[config.mk]
export PLATFORM = sky130hd
export DESIGN_NAME = adc_map_multi
export DESIGN_NICKNAME = d
export VERILOG_FILES = /design/src/rtl/adc_map_multi.sv
export SDC_FILE = /design/constraint.sdc
export NUM_CORES = 2
export LEC_CHECK = 0
export BUFFER_PORTS_ARGS = -buffer_cell sky130_fd_sc_hd__buf_2
export CAP_MARGIN = 0
export CORE_AREA = 2 2 358 360
export CTS_BUF_LIST = sky130_fd_sc_hd__clkbuf_4 sky130_fd_sc_hd__clkbuf_8
export DETAILED_ROUTE_END_ITERATION = 10
export DIE_AREA = 0 0 360 362
export PLACE_DENSITY_LB_ADDON = 0.2
export SETUP_SLACK_MARGIN = 0.15
export SLEW_MARGIN = 20
export SYNTH_ARGS = -nofsm -noshare
export SYNTH_HDL_FRONTEND = slang
export SYNTH_SLANG_ARGS = --single-unit
[constraint.sdc]
create_clock -name clk -period 6.1 [get_ports clk]
set_input_delay 0.61 -clock clk [delete_from_list [all_inputs] [get_ports clk]]
set_output_delay 0.61 -clock clk [all_outputs]
set_load 0.05 [all_outputs]
[src/rtl/adc_map_multi.sv]
// Multi-lane ADC mapper: per-lane source select, block averaging, zero/gain/center
// mapping with saturation, and shadow->active configuration commit with flush.
module adc_map_multi #(
  parameter int unsigned ADC_WIDTH = 12,
  parameter int unsigned NUM_SRC   = 2,
  parameter int unsigned NUM_LANE  = 3,
  parameter int unsigned OUT_WIDTH = 32,
  parameter int unsigned KF_WIDTH  = 16,
  parameter int unsigned AVG_MAX   = 4
) (
  input  logic                                   clk,
  input  logic                                   rstn,
  input  logic                                   cfg_we,
  input  logic [(NUM_LANE > 1 ? $clog2(NUM_LANE) : 1)-1:0] cfg_lane,
  input  logic [1:0]                             cfg_addr,
  input  logic [31:0]                            cfg_wdata,
  input  logic                                   cfg_commit,
  output logic                                   cfg_busy,
  input  logic                                   adc_valid,
  input  logic [NUM_SRC*ADC_WIDTH-1:0]           adc_data,
  input  logic [NUM_LANE-1:0]                    lane_en,
  output logic [NUM_LANE*OUT_WIDTH-1:0]          out_word,
  output logic [NUM_LANE-1:0]                    out_valid,
  output logic [NUM_LANE-1:0]                    sat_flag
);

  localparam int unsigned LW    = (NUM_LANE > 1) ? $clog2(NUM_LANE) : 1;
  localparam int unsigned PW    = ADC_WIDTH + KF_WIDTH;
  localparam int unsigned RW    = ((PW > OUT_WIDTH) ? PW : OUT_WIDTH) + 2;
  localparam int unsigned ACC_W = ADC_WIDTH + AVG_MAX;
  localparam int unsigned CNT_W = AVG_MAX + 1;

  typedef enum logic [1:0] {ST_IDLE, ST_B1, ST_B2, ST_B3} state_e;

  state_e state_q, state_d;
  logic   busy_q;
  logic   commit_go;

  // Commit flush sequencer: busy for three cycles after an accepted commit
  always_ff @(posedge clk) begin
    if (!rstn) begin
      state_q <= ST_IDLE;
      busy_q  <= 1'b0;
    end else begin
      state_q <= state_d;
      busy_q  <= (state_d != ST_IDLE);
    end
  end

  always_comb begin
    state_d   = state_q;
    commit_go = 1'b0;
    case (state_q)
      ST_IDLE: begin
        if (cfg_commit) begin
          commit_go = 1'b1;
          state_d   = ST_B3;
        end
      end
      ST_B3:   state_d = ST_B2;
      ST_B2:   state_d = ST_B1;
      ST_B1:   state_d = ST_IDLE;
      default: state_d = ST_IDLE;
    endcase
  end

  assign cfg_busy = busy_q;

  logic [OUT_WIDTH-1:0] sh_center_q [NUM_LANE];
  logic [OUT_WIDTH-1:0] sh_center_d [NUM_LANE];
  logic [OUT_WIDTH-1:0] act_center_q[NUM_LANE];
  logic [KF_WIDTH-1:0]  sh_kf_q     [NUM_LANE];
  logic [KF_WIDTH-1:0]  sh_kf_d     [NUM_LANE];
  logic [KF_WIDTH-1:0]  act_kf_q    [NUM_LANE];
  logic [ADC_WIDTH-1:0] sh_zero_q   [NUM_LANE];
  logic [ADC_WIDTH-1:0] sh_zero_d   [NUM_LANE];
  logic [ADC_WIDTH-1:0] act_zero_q  [NUM_LANE];
  logic [7:0]           sh_ctrl_q   [NUM_LANE];
  logic [7:0]           sh_ctrl_d   [NUM_LANE];
  logic [7:0]           act_ctrl_q  [NUM_LANE];

  // Shadow write merged ahead of commit so a same-cycle write is committed
  always_comb begin
    for (int l = 0; l < NUM_LANE; l++) begin
      sh_center_d[l] = sh_center_q[l];
      sh_kf_d[l]     = sh_kf_q[l];
      sh_zero_d[l]   = sh_zero_q[l];
      sh_ctrl_d[l]   = sh_ctrl_q[l];
      if (cfg_we && (cfg_lane == LW'(l))) begin
        case (cfg_addr)
          2'd0:    sh_center_d[l] = OUT_WIDTH'(cfg_wdata);
          2'd1:    sh_kf_d[l]     = KF_WIDTH'(cfg_wdata);
          2'd2:    sh_zero_d[l]   = ADC_WIDTH'(cfg_wdata);
          default: sh_ctrl_d[l]   = 8'(cfg_wdata);
        endcase
      end
    end
  end

  always_ff @(posedge clk) begin
    if (!rstn) begin
      for (int l = 0; l < NUM_LANE; l++) begin
        sh_center_q[l]  <= '0;
        sh_kf_q[l]      <= '0;
        sh_zero_q[l]    <= '0;
        sh_ctrl_q[l]    <= '0;
        act_center_q[l] <= '0;
        act_kf_q[l]     <= '0;
        act_zero_q[l]   <= '0;
        act_ctrl_q[l]   <= '0;
      end
    end else begin
      for (int l = 0; l < NUM_LANE; l++) begin
        sh_center_q[l] <= sh_center_d[l];
        sh_kf_q[l]     <= sh_kf_d[l];
        sh_zero_q[l]   <= sh_zero_d[l];
        sh_ctrl_q[l]   <= sh_ctrl_d[l];
        if (commit_go) begin
          act_center_q[l] <= sh_center_d[l];
          act_kf_q[l]     <= sh_kf_d[l];
          act_zero_q[l]   <= sh_zero_d[l];
          act_ctrl_q[l]   <= sh_ctrl_d[l];
        end
      end
    end
  end

  for (genvar g = 0; g < NUM_LANE; g++) begin : g_lane
    logic [ACC_W-1:0]     acc_q, acc_d, sum;
    logic [CNT_W-1:0]     cnt_q, cnt_d, last_cnt;
    logic [3:0]           avg_l, src_sel;
    logic [ADC_WIDTH-1:0] smp, avg_q, avg_d, diff_q;
    logic [PW-1:0]        prod_q;
    logic [RW-1:0]        res;
    logic [OUT_WIDTH-1:0] word_q, word_c;
    logic                 v1_q, v1_d, v2_q, v3_q, ov_q;
    logic                 neg2_q, neg3_q, sat_q, sat_c, run;

    // A disabled lane or an accepted commit kills every stage of this lane
    assign run = lane_en[g] && !commit_go;

    // Source select and block accumulation
    always_comb begin
      src_sel  = act_ctrl_q[g][3:0];
      avg_l    = (act_ctrl_q[g][7:4] > 4'(AVG_MAX)) ? 4'(AVG_MAX) : act_ctrl_q[g][7:4];
      smp      = '0;
      for (int s = 0; s < NUM_SRC; s++) begin
        if (src_sel == 4'(s)) smp = adc_data[s*ADC_WIDTH +: ADC_WIDTH];
      end
      sum      = acc_q + ACC_W'(smp);
      last_cnt = CNT_W'((32'd1 << avg_l) - 32'd1);
      acc_d    = acc_q;
      cnt_d    = cnt_q;
      avg_d    = avg_q;
      v1_d     = 1'b0;
      if (!run) begin
        acc_d = '0;
        cnt_d = '0;
      end else if (adc_valid) begin
        if (cnt_q == last_cnt) begin
          avg_d = ADC_WIDTH'(sum >> avg_l);
          v1_d  = 1'b1;
          acc_d = '0;
          cnt_d = '0;
        end else begin
          acc_d = sum;
          cnt_d = cnt_q + CNT_W'(1);
        end
      end
    end

    // Center offset with clamp to the unsigned output range
    always_comb begin
      res    = neg3_q ? (RW'(act_center_q[g]) - RW'(prod_q))
                      : (RW'(act_center_q[g]) + RW'(prod_q));
      word_c = res[OUT_WIDTH-1:0];
      sat_c  = 1'b0;
      if (res[RW-1]) begin
        word_c = '0;
        sat_c  = 1'b1;
      end else if (res[RW-2:OUT_WIDTH] != '0) begin
        word_c = '1;
        sat_c  = 1'b1;
      end
    end

    always_ff @(posedge clk) begin
      if (!rstn) begin
        acc_q  <= '0;
        cnt_q  <= '0;
        avg_q  <= '0;
        v1_q   <= 1'b0;
        v2_q   <= 1'b0;
        v3_q   <= 1'b0;
        ov_q   <= 1'b0;
        neg2_q <= 1'b0;
        neg3_q <= 1'b0;
        diff_q <= '0;
        prod_q <= '0;
        word_q <= '0;
        sat_q  <= 1'b0;
      end else begin
        acc_q  <= acc_d;
        cnt_q  <= cnt_d;
        avg_q  <= avg_d;
        v1_q   <= v1_d;
        v2_q   <= v1_q && run;
        neg2_q <= (avg_q < act_zero_q[g]);
        diff_q <= (avg_q < act_zero_q[g]) ? (act_zero_q[g] - avg_q) : (avg_q - act_zero_q[g]);
        v3_q   <= v2_q && run;
        neg3_q <= neg2_q;
        prod_q <= PW'(diff_q) * PW'(act_kf_q[g]);
        ov_q   <= v3_q && run;
        if (v3_q && run) begin
          word_q <= word_c;
          sat_q  <= sat_c;
        end
      end
    end

    assign out_word[g*OUT_WIDTH +: OUT_WIDTH] = word_q;
    assign out_valid[g]                       = ov_q;
    assign sat_flag[g]                        = sat_q;
  end

endmodule

==> run metrics <==
vias in the first global route 46800; clock sinks 747; status finished, final reports clean; Syn Area/Cell 8.72 µm²; synth warn 0; setup violators final 0; VDD IR-drop max 254 µV; pre-CTS setup slack 0.0954 ns; reg2reg end g_lane[0].prod_q[27]; Die Area 130000 µm²; crit path launch type register; Max Cap Viol 0; Top delay family on crit path adder cells; total CTS buffers 137; CP Buf/Inv Count 3; Final Wtd Congestion 0.930; Setup Crit Path Kind reg2reg; critical path arrival 6.60 ns; area post-placement 61400 µm²; DR WL/cell 19.1 µm; CP Depth 19; CP Capture Point g_lane[0].prod_q[27]; final worst-path cycle share 0.955; Final min period 5.83 ns; Worst Setup End Kind register; Synth top area share 0.184; Final Hold Vio Count 0; total internal power 10.8 mW; Synth area leader dfxtp_1; setup TNS 0 ns; commonest non-fill, non-tap cell in the layout inv_1; number of H-tree levels 4; GRT overflow 0; clk buf depth 3; Syn Std Cell Area 59100 µm²; number of flops mapped to enable cells by yosys 204; Initial Util 0.467; Worst-Skew Late Latency 0.87 ns; PwrDens 263 nW/µm²; most used cell, CP fa_1; I/O pin count 171; Worst-path clk slew 0.06 ns; Routed WL 165000 µm; # DRC 0; Final Cell Area 65000 µm²; # port buffers 170; Static Leak 30.1 nW; Crit Path Max Fanout 12; most frequent cells in the layout inv_1, nand2_1, nor2_1; global-route wire length before repair 262000 µm; Worst-Margin Slew 1.12 ns; final net count 7830; sequential element share of the synthesized area 0.287; core box area 127000 µm²; TritonRoute pass-1 iters 7; final worst slack 0.272 ns; launch point of the worst reg-to-reg path act_kf_q[0][0]; Setup Skew 0.0502 ns; Psw 6.31 mW; Max Freq 172 MHz; Total GRT Usage 0.252; TritonCTS clock tree done; number of DRC markers in iteration 0 3426; RSZ-0062 raised after global routing yes; Rows 131; post-synthesis cell type count 96; routed vias 47400; clock share of power 0.323; Synth Instances 6783; crit-path cells nand2_1, fa_1, fa_1, inv_1, fa_1, fa_1, inv_1, fa_1, inv_1, ha_1, and4_1, a21oi_2, a311oi_2, a221oi_2, and3b_1, o31ai_1, o41ai_1, xnor2_1, and2_1; CTS root buffer clkbuf_8; Worst Setup SP act_kf_q[0][0]; initial antenna violation count 10; largest net degree at the start of global routing 136; Antenna Nets Post-Route 0; Comb pwr share 0.342; slowest stage delay, CP 0.63 ns; CP required 6.87 ns; Horiz. Die Dim 360 µm; sequential power share 0.335; cells on worst reg2reg path 19; vias per std cell 5.49; switch share 0.368; Layout area overhead 9.91%; Synth Register Bits 747; max_slew headroom 0.237; async set-or-reset flop fraction in the synthesized netlist 0; R2R setup slack 0.27 ns; Syn Nets 7763; Die Y 362 µm; Top FF cell, synth dfxtp_1; power consumption 17.1 mW; top cells by area, synth dfxtp_1, fa_1, edfxtp_1; HPWL after detailed placement 122000 µm; Worst path slowest cell edfxtp_1; layout cell share with drive strength beyond 1 0.0943; final slew viol count 0; worst hold path class in2reg
cell type report:
| type | instances | area (µm²) |
|---|---|---|
| Tap cell | 1662 | 2080 |
| Timing Repair Buffer | 300 | 1850 |
| Multi-Input combinational cell | 4846 | 37800 |
| Fill cell | 12000 | 61700 |
| Antenna cell | 6 | 15.0 |
| Sequential cell | 747 | 17000 |
| Clock inverter | 57 | 658 |
| Inverter | 818 | 3080 |
| Clock buffer | 198 | 2530 |
metrics by stage:
stage | instances | hold WS, ns | utilization
global route | 8633 | 0.0569 | 0.513
finish | 8634 | 0.0928 | 0.513
detailed placement | 8334 | 0.407 | 0.485
floorplan | 6783 | 0.394 | -
global placement | 8334 | 0.397 | 0.485
CTS | 8590 | 0.0197 | 0.510
metal layers:
layer | GRT usage | wire length [µm]
met5 | 0 | 41
met4 | 0.0781 | 4450
met3 | 0.0399 | 9190
met2 | 0.407 | 75400
met1 | 0.346 | 76000
repair_timing:
| item | CTS | global route |
|---|---|---|
| cloned | 0 | 0 |
| setup endpoints to repair | 3 | 13 |
| setup buffers | 0 | 38 |
| pin swaps | 0 | 2 |
| endpoints found under the hold margin | 1 | 0 |
| hold buffers | 1 | 0 |
| gates resized for setup | 2 | 22 |
Yosys cell counts, types with 54 or more instances:
cell	instances
inv_1	816
nand2_1	640
nor2_1	638
dfxtp_1	543
ha_1	477
fa_1	435
a21oi_1	381
clkbuf_1	326
nor3_1	292
mux2i_1	250
o21ai_0	248
and2_1	243
edfxtp_1	204
xnor2_1	145
a21o_1	101
nand3_1	79
a211oi_1	70
xor2_1	66
nor2b_1	64
nand2b_1	54
worst min-delay path by stage:
stage / startpoint / to / slack (ns) / cells after the start
floorplan: g_lane[0].v1_q / g_lane[0].v2_q / 0.39 / 2
global placement: g_lane[1].v2_q / g_lane[1].v3_q / 0.40 / 2
detailed placement: g_lane[0].v1_q / g_lane[0].v2_q / 0.41 / 2
CTS: cfg_wdata[26] / sh_center_q[0][26] / 0.02 / 3
global route: cfg_wdata[26] / sh_center_q[0][90] / 0.06 / 3
finish: cfg_wdata[26] / sh_center_q[0][90] / 0.09 / 3
logic make-up (layout without fill, tap and decap cells):
| family | after synthesis | after routing | share of synthesized area |
|---|---|---|---|
| xor+xnor | 211 | 211 | 0.0312 |
| simple gates | 2178 | 2178 | 0.171 |
| compound gates | 1277 | 1277 | 0.140 |
| mux | 268 | 268 | 0.0459 |
| fa+ha+maj | 912 | 912 | 0.248 |
| other cells | 0 | 6 | 0 |
| flops | 747 | 747 | 0.287 |
| buf+inv | 1190 | 1373 | 0.0765 |
state kept, by name, summed over array words and instances (netlist names), 3 cells and up:
| register | flops |
|---|---|
| act_center_q | 96 |
| g_lane.word_q | 96 |
| sh_center_q | 96 |
| g_lane.prod_q | 84 |
| act_kf_q | 48 |
| g_lane.acc_q | 48 |
| sh_kf_q | 48 |
| act_zero_q | 36 |
| g_lane.avg_q | 36 |
| g_lane.diff_q | 36 |
| sh_zero_q | 36 |
| act_ctrl_q | 24 |
| sh_ctrl_q | 24 |
| g_lane.cnt_q | 15 |
| g_lane.neg2_q | 3 |
| g_lane.neg3_q | 3 |
| g_lane.ov_q | 3 |
| g_lane.sat_q | 3 |
| g_lane.v1_q | 3 |
| g_lane.v2_q | 3 |
| g_lane.v3_q | 3 |
power groups by stage:
stage               Clock (mW)  Combinational, mW  Sequential (mW)
floorplan                    0               4.32             5.64
global placement             0               5.68             5.84
detailed placement           0               5.73             5.85
CTS                       5.66               5.77             5.75
global route              5.88               6.58             5.78
finish                    5.53               5.85             5.74
worst reg2reg max path, cell delays in order, from the launching register on:
cell	delay, ns
edfxtp_1	0.63
nand2_1	0.13
fa_1	0.46
fa_1	0.49
inv_1	0.05
fa_1	0.45
fa_1	0.49
inv_1	0.06
fa_1	0.52
inv_1	0.06
ha_1	0.38
and4_1	0.23
a21oi_2	0.20
a311oi_2	0.16
a221oi_2	0.34
and3b_1	0.25
o31ai_1	0.12
o41ai_1	0.42
xnor2_1	0.11
and2_1	0.16
Power figures use the tool's default switching activity.
